## config.mk

```make
export PLATFORM = sky130hd
export DESIGN_NAME = adder_acc
export DESIGN_NICKNAME = d
export VERILOG_FILES = /design/src/rtl/adder_acc.sv
export SDC_FILE = /design/constraint.sdc
export NUM_CORES = 1
export LEC_CHECK = 0
export CELL_PAD_IN_SITES_DETAIL_PLACEMENT = 0
export CELL_PAD_IN_SITES_GLOBAL_PLACEMENT = 2
export CORE_ASPECT_RATIO = 0.8
export CORE_MARGIN = 3
export CORE_UTILIZATION = 30
export CTS_BUF_LIST = sky130_fd_sc_hd__clkbuf_8
export CTS_CLUSTER_DIAMETER = 150
export DETAILED_ROUTE_END_ITERATION = 7
export GPL_ROUTABILITY_DRIVEN = 0
export HOLD_SLACK_MARGIN = 0.05
export PLACE_DENSITY = 0.88
export SETUP_SLACK_MARGIN = 0.02
export SLEW_MARGIN = 20
export SYNTH_ARGS = -nofsm -noshare
export SYNTH_HDL_FRONTEND = slang
export SYNTH_SLANG_ARGS = --single-unit
```

## constraint.sdc

```tcl
create_clock -name Clk -period 2.8 [get_ports Clk]
set_input_delay 0.56 -clock Clk [delete_from_list [all_inputs] [get_ports Clk]]
set_output_delay 0.56 -clock Clk [all_outputs]
set_load 0.005 [all_outputs]
```

## src/rtl/adder_acc.sv

```systemverilog
`default_nettype none
// ==========================================================================
// adder_acc : registered ADD/SUB/ACC/CLR unit with valid/ready handshake,
//             wrap or saturating overflow, and a sticky overflow flag.
// Rev 1.0
// ==========================================================================
module adder_acc #(
  parameter int WIDTH    = 4,
  parameter bit SATURATE = 1'b0
) (
  input  logic             Clk,
  input  logic             Rst_n,
  input  logic             En,
  input  logic             In_valid,
  output logic             In_ready,
  input  logic [WIDTH-1:0] A,
  input  logic [WIDTH-1:0] B,
  input  logic [1:0]       Op,
  input  logic             Signed,
  input  logic             Clr_sticky,
  output logic [WIDTH-1:0] Sum,
  output logic             Carry,
  output logic             Overflow,
  output logic             Sticky_ovf,
  output logic             Out_valid,
  input  logic             Out_ready
);

  localparam logic [1:0] c_OP_ADD = 2'b00;
  localparam logic [1:0] c_OP_SUB = 2'b01;
  localparam logic [1:0] c_OP_ACC = 2'b10;
  localparam logic [1:0] c_OP_CLR = 2'b11;

  logic [WIDTH-1:0] sum_q, sum_d, acc_q, acc_d;
  logic             carry_q, carry_d, ovf_q, ovf_d;
  logic             sticky_q, sticky_d, valid_q, valid_d;

  logic             w_accept, w_is_sub, w_is_clr;
  logic [WIDTH-1:0] w_x, w_y, w_raw, w_res;
  logic [WIDTH:0]   w_ext;
  logic             w_cout, w_ovf_u, w_ovf_s, w_ovf;

  assign In_ready = En & (~valid_q | Out_ready);
  assign w_accept = In_valid & In_ready;
  assign w_is_sub = (Op == c_OP_SUB);
  assign w_is_clr = (Op == c_OP_CLR);

  always_comb begin
    w_x     = (Op == c_OP_ACC) ? acc_q : A;
    w_y     = (Op == c_OP_ACC) ? A : (w_is_sub ? ~B : B);
    w_ext   = {1'b0, w_x} + {1'b0, w_y} + {{WIDTH{1'b0}}, w_is_sub};
    w_raw   = w_ext[WIDTH-1:0];
    w_cout  = w_ext[WIDTH];
    w_ovf_u = w_is_sub ? ~w_cout : w_cout;
    w_ovf_s = (w_x[WIDTH-1] == w_y[WIDTH-1]) && (w_raw[WIDTH-1] != w_x[WIDTH-1]);
    w_ovf   = ~w_is_clr & (Signed ? w_ovf_s : w_ovf_u);
    w_res   = w_raw;
    // Signed clamp direction follows A; for ACC, A and Acc share a sign whenever overflow occurs
    if (SATURATE && w_ovf) begin
      if (Signed) w_res = A[WIDTH-1] ? {1'b1, {(WIDTH-1){1'b0}}} : {1'b0, {(WIDTH-1){1'b1}}};
      else         w_res = w_is_sub ? {WIDTH{1'b0}} : {WIDTH{1'b1}};
    end
    if (w_is_clr) w_res = '0;
  end

  always_comb begin
    sum_d    = sum_q;
    carry_d  = carry_q;
    ovf_d    = ovf_q;
    acc_d    = acc_q;
    sticky_d = sticky_q;
    valid_d  = valid_q;
    if (En) begin
      if (w_accept) begin
        sum_d   = w_res;
        carry_d = w_cout & ~w_is_clr;
        ovf_d   = w_ovf;
        valid_d = 1'b1;
        if (Op == c_OP_ACC) acc_d = w_res;
        else if (w_is_clr)  acc_d = '0;
      end else if (Out_ready) begin
        valid_d = 1'b0;
      end
      if (w_accept && w_ovf) sticky_d = 1'b1;
      else if (Clr_sticky)   sticky_d = 1'b0;
    end
  end

  always_ff @(posedge Clk or negedge Rst_n) begin
    if (!Rst_n) begin
      sum_q    <= '0;
      carry_q  <= 1'b0;
      ovf_q    <= 1'b0;
      acc_q    <= '0;
      sticky_q <= 1'b0;
      valid_q  <= 1'b0;
    end else begin
      sum_q    <= sum_d;
      carry_q  <= carry_d;
      ovf_q    <= ovf_d;
      acc_q    <= acc_d;
      sticky_q <= sticky_d;
      valid_q  <= valid_d;
    end
  end

  assign Sum        = sum_q;
  assign Carry      = carry_q;
  assign Overflow   = ovf_q;
  assign Sticky_ovf = sticky_q;
  assign Out_valid  = valid_q;

  // c_OP_ADD is the default path of the operand mux
  logic w_unused;
  assign w_unused = (Op == c_OP_ADD);

endmodule
`default_nettype wire
```

==> impl_metrics.env <==
export IMPL_register_area_sq_um=300
export IMPL_critPathCaptureType="register"
export IMPL_via_count=784
export IMPL_die_area_sq_um=3560
export IMPL_synth_area_sq_um=862
export IMPL_status="complete, no violations"
export IMPL_rsz0062_at_grt="false"
export IMPL_num_io_pins=26
export IMPL_cts_num_sinks=12
export IMPL_initial_core_util=0.334
export IMPL_fmax_mhz=377
export IMPL_postSynthCellCount=95
export IMPL_hpwl_mm=1.73
export IMPL_grt_pass1_vias=728
export IMPL_dpl_cell_count=163
export IMPL_numCtsBuffers=3
export IMPL_ir_drop_mv=0.170
export IMPL_start_kind="primary input"
export IMPL_yosys_area_top_type_share=0.348
export IMPL_drt_wirelength_per_cell_um=12.5
export IMPL_layout_setup_ws_ns=0.149
export IMPL_slew_viol_final=0
export IMPL_port_buffer_count=25
export IMPL_drt_first_pass_iters=4
export IMPL_worstHoldPathType="register to register"
export IMPL_yosys_area_top_type="dfrtp_1"
export IMPL_synth_seq_cells=12
export IMPL_rows=16
export IMPL_crit_start="Op[0]"
export IMPL_antenna_found_initial=0
export IMPL_gr_usage_all_layers=0.127
export IMPL_drt_vias_per_instance=4.69
export IMPL_drt_initial_drc_count=33
export IMPL_yosys_cell_types_count=27
export IMPL_hp_start="acc_q[1]"
export IMPL_die_h_um=53.9
export IMPL_grt_pass1_wl_mm=3.35
export IMPL_insertion_delay_ns=0.23
export IMPL_crit_type="primary input to register"
export IMPL_worst_pin_slew_ns=0.560
export IMPL_leakage_nw=0.565
export IMPL_critPathMaxStageDelay_ns=0.48
export IMPL_overflow=0
export IMPL_antenna_cells=0
export IMPL_ys_warn_count=0
export IMPL_final_hold_viol_count=0
export IMPL_tritoncts="done"
export IMPL_max_slew_margin=0.625
export IMPL_yosys_top_cells_area="dfrtp_1 35%, nand2_1 9.1%, mux2i_1 7.0%"
export IMPL_crit_chain="clkdlybuf4s50_1 -> buf_4 -> nand2b_1 -> fa_2 -> fa_1 -> nand2b_1 -> o2bb2ai_1 -> mux2i_1 -> o211ai_1"
export IMPL_htreeDepth=1
export IMPL_synth_edf_count=0
export IMPL_drtAntennaViolNets=0
export IMPL_path_clk_slew_ns=0.05
export IMPL_syn_nets=117
export IMPL_multi_input_area_sq_um=533
export IMPL_power_mw=0.678
export IMPL_post_place_ws_ns=-0.268
export IMPL_coreArea_sq_um=2580
export IMPL_pwr_density_cell_nw_per_um2=533
export IMPL_grt_max_degree=13
export IMPL_finalClockSkew_ns=0.00304
export IMPL_cp_max_fo=9
export IMPL_die_x_um=65.9
export IMPL_cts_root_buf="clkbuf_8"
export IMPL_route_detailed_drc=0
export IMPL_drive_gt1_frac=0.137
export IMPL_fin_crit_ns=2.65
export IMPL_crit_buf_inv=2
export IMPL_required_ns=2.91
export IMPL_avgSynthCellArea_sq_um=9.07
export IMPL_synthArstFlopShare=1.00
export IMPL_synth_main_ff_cell="dfrtp_1"
export IMPL_arrival_ns=2.76
export IMPL_cts_setup_buffers=0
export IMPL_final_nets=154
export IMPL_postCtsHoldBufs=0
export IMPL_layout_cells_non_filler=167
export IMPL_layout_area_overhead_vs_synth_pct=47.6
export IMPL_regToRegStartpoint="acc_q[0]"
export IMPL_timing_final_crit_share=0.947
export IMPL_slowest_stage="clkdlybuf4s50_1"
export IMPL_postRouteWirelength_mm=2.09
export IMPL_yosysSeqAreaShare=0.348
export IMPL_cp_common_cell="nand2b_1"
export IMPL_finalSetupViolations=0
export IMPL_cts_buffer_depth=2
export IMPL_critical_path_top_delay_family="adder cells"
export IMPL_cap_violations=0
export IMPL_n_fill_cell=247
## state kept, by name, summed over array words and instances, names as in the netlist
signal,cells
Carry,1
Out_valid,1
Overflow,1
Sticky_ovf,1
Sum,4
acc_q,4
## what timing repair did
action,in CTS,in global routing
setup endpoints to repair,2,2
gates resized for setup,1,1
endpoints found under the hold margin,0,0
## path summary, 6_finish.rpt
| kind | end | slack (ns) | cells after the start |
|---|---|---|---|
| min | acc_q[1] | 0.48 | 2 |
| min in group asynchronous | Sum[1] | 0.69 | 1 |
| max in group asynchronous | Sum[0] | 1.74 | 1 |
| min reg2reg | acc_q[1] | 0.48 | 2 |
| max reg2reg | Sticky_ovf | 0.79 | 7 |
| max | Sticky_ovf | 0.15 | 9 |
## power breakdown
group,switching (mW),internal (mW),leakage (nW)
sequential,0.0217,0.214,0.155
combinational,0.111,0.148,0.381
clock,0.0596,0.124,0.0288
## cells in the mapped netlist (all sizes together) (3+ instances only)
cell	n
ha	3
dfrtp	12
nand2	21
a22o	3
o31ai	7
xnor2	5
nand2b	4
o21ai	3
mux2i	6
nor2	5
## kinds of logic after synthesis
family,after synthesis,synth area share
fa+ha+maj,5,0.0900
flops,12,0.348
compound gates,19,0.157
xor+xnor,7,0.0711
buf+inv,6,0.0363
simple gates,39,0.215
mux,7,0.0827
## tightest hold or removal path: cells and delay by family, from the launching register on
family / cells / cell delay [ns]
AOI/OAI and AO/OA: 1 / 0.05
and+or+nand+nor: 1 / 0.05
DFF: 1 / 0.34
## per-stage QoR
step | utilization | cell area [sq um] | hold slack (ns) | TNS, ns
finish | 0.493 | 1270 | 0.478 | 0
global route | 0.493 | 1270 | 0.502 | 0
CTS | 0.492 | 1270 | 0.479 | 0
detailed placement | 0.471 | 1220 | 0.467 | -1.22
global placement | 0.471 | 1220 | 0.460 | -0.571
floorplan | - | 862 | 0.264 | 0
## placed cells by master, fill, tap and decap left out, drive strengths merged, types with 2 or more instances in the layout
cell type | netlist | routed
mux2i | 6 | 6
nor4 | 2 | 2
and2 | 2 | 2
nand2 | 21 | 21
buf | 2 | 11
clkdlybuf4s50 | 0 | 24
fa | 2 | 2
nand2b | 4 | 4
nor2b | 2 | 2
inv | 2 | 2
a21oi | 2 | 2
clkbuf | 2 | 4
ha | 3 | 3
o211ai | 2 | 2
dfrtp | 12 | 12
nor2 | 5 | 5
xor2 | 2 | 2
a22o | 3 | 3
o21ai | 3 | 3
o31ai | 7 | 7
xnor2 | 5 | 5
## area by class of cell
cell class	instances	area share
flip-flops and latches	12	0.236
inverters	2	0.00590
well taps	36	0.0354
clock buffers	4	0.0433
repair buffers	36	0.261
multi-input cells	77	0.419
## routing by layer
metal | global-route usage | part of all wire
met1 | 0.170 | 0.50
met2 | 0.210 | 0.44
met3 | 0.0292 | 0.050
met4 | 0.0304 | 0.0053
met5 | 0 | 0
No activity file was read; power rests on OpenSTA's default activity.
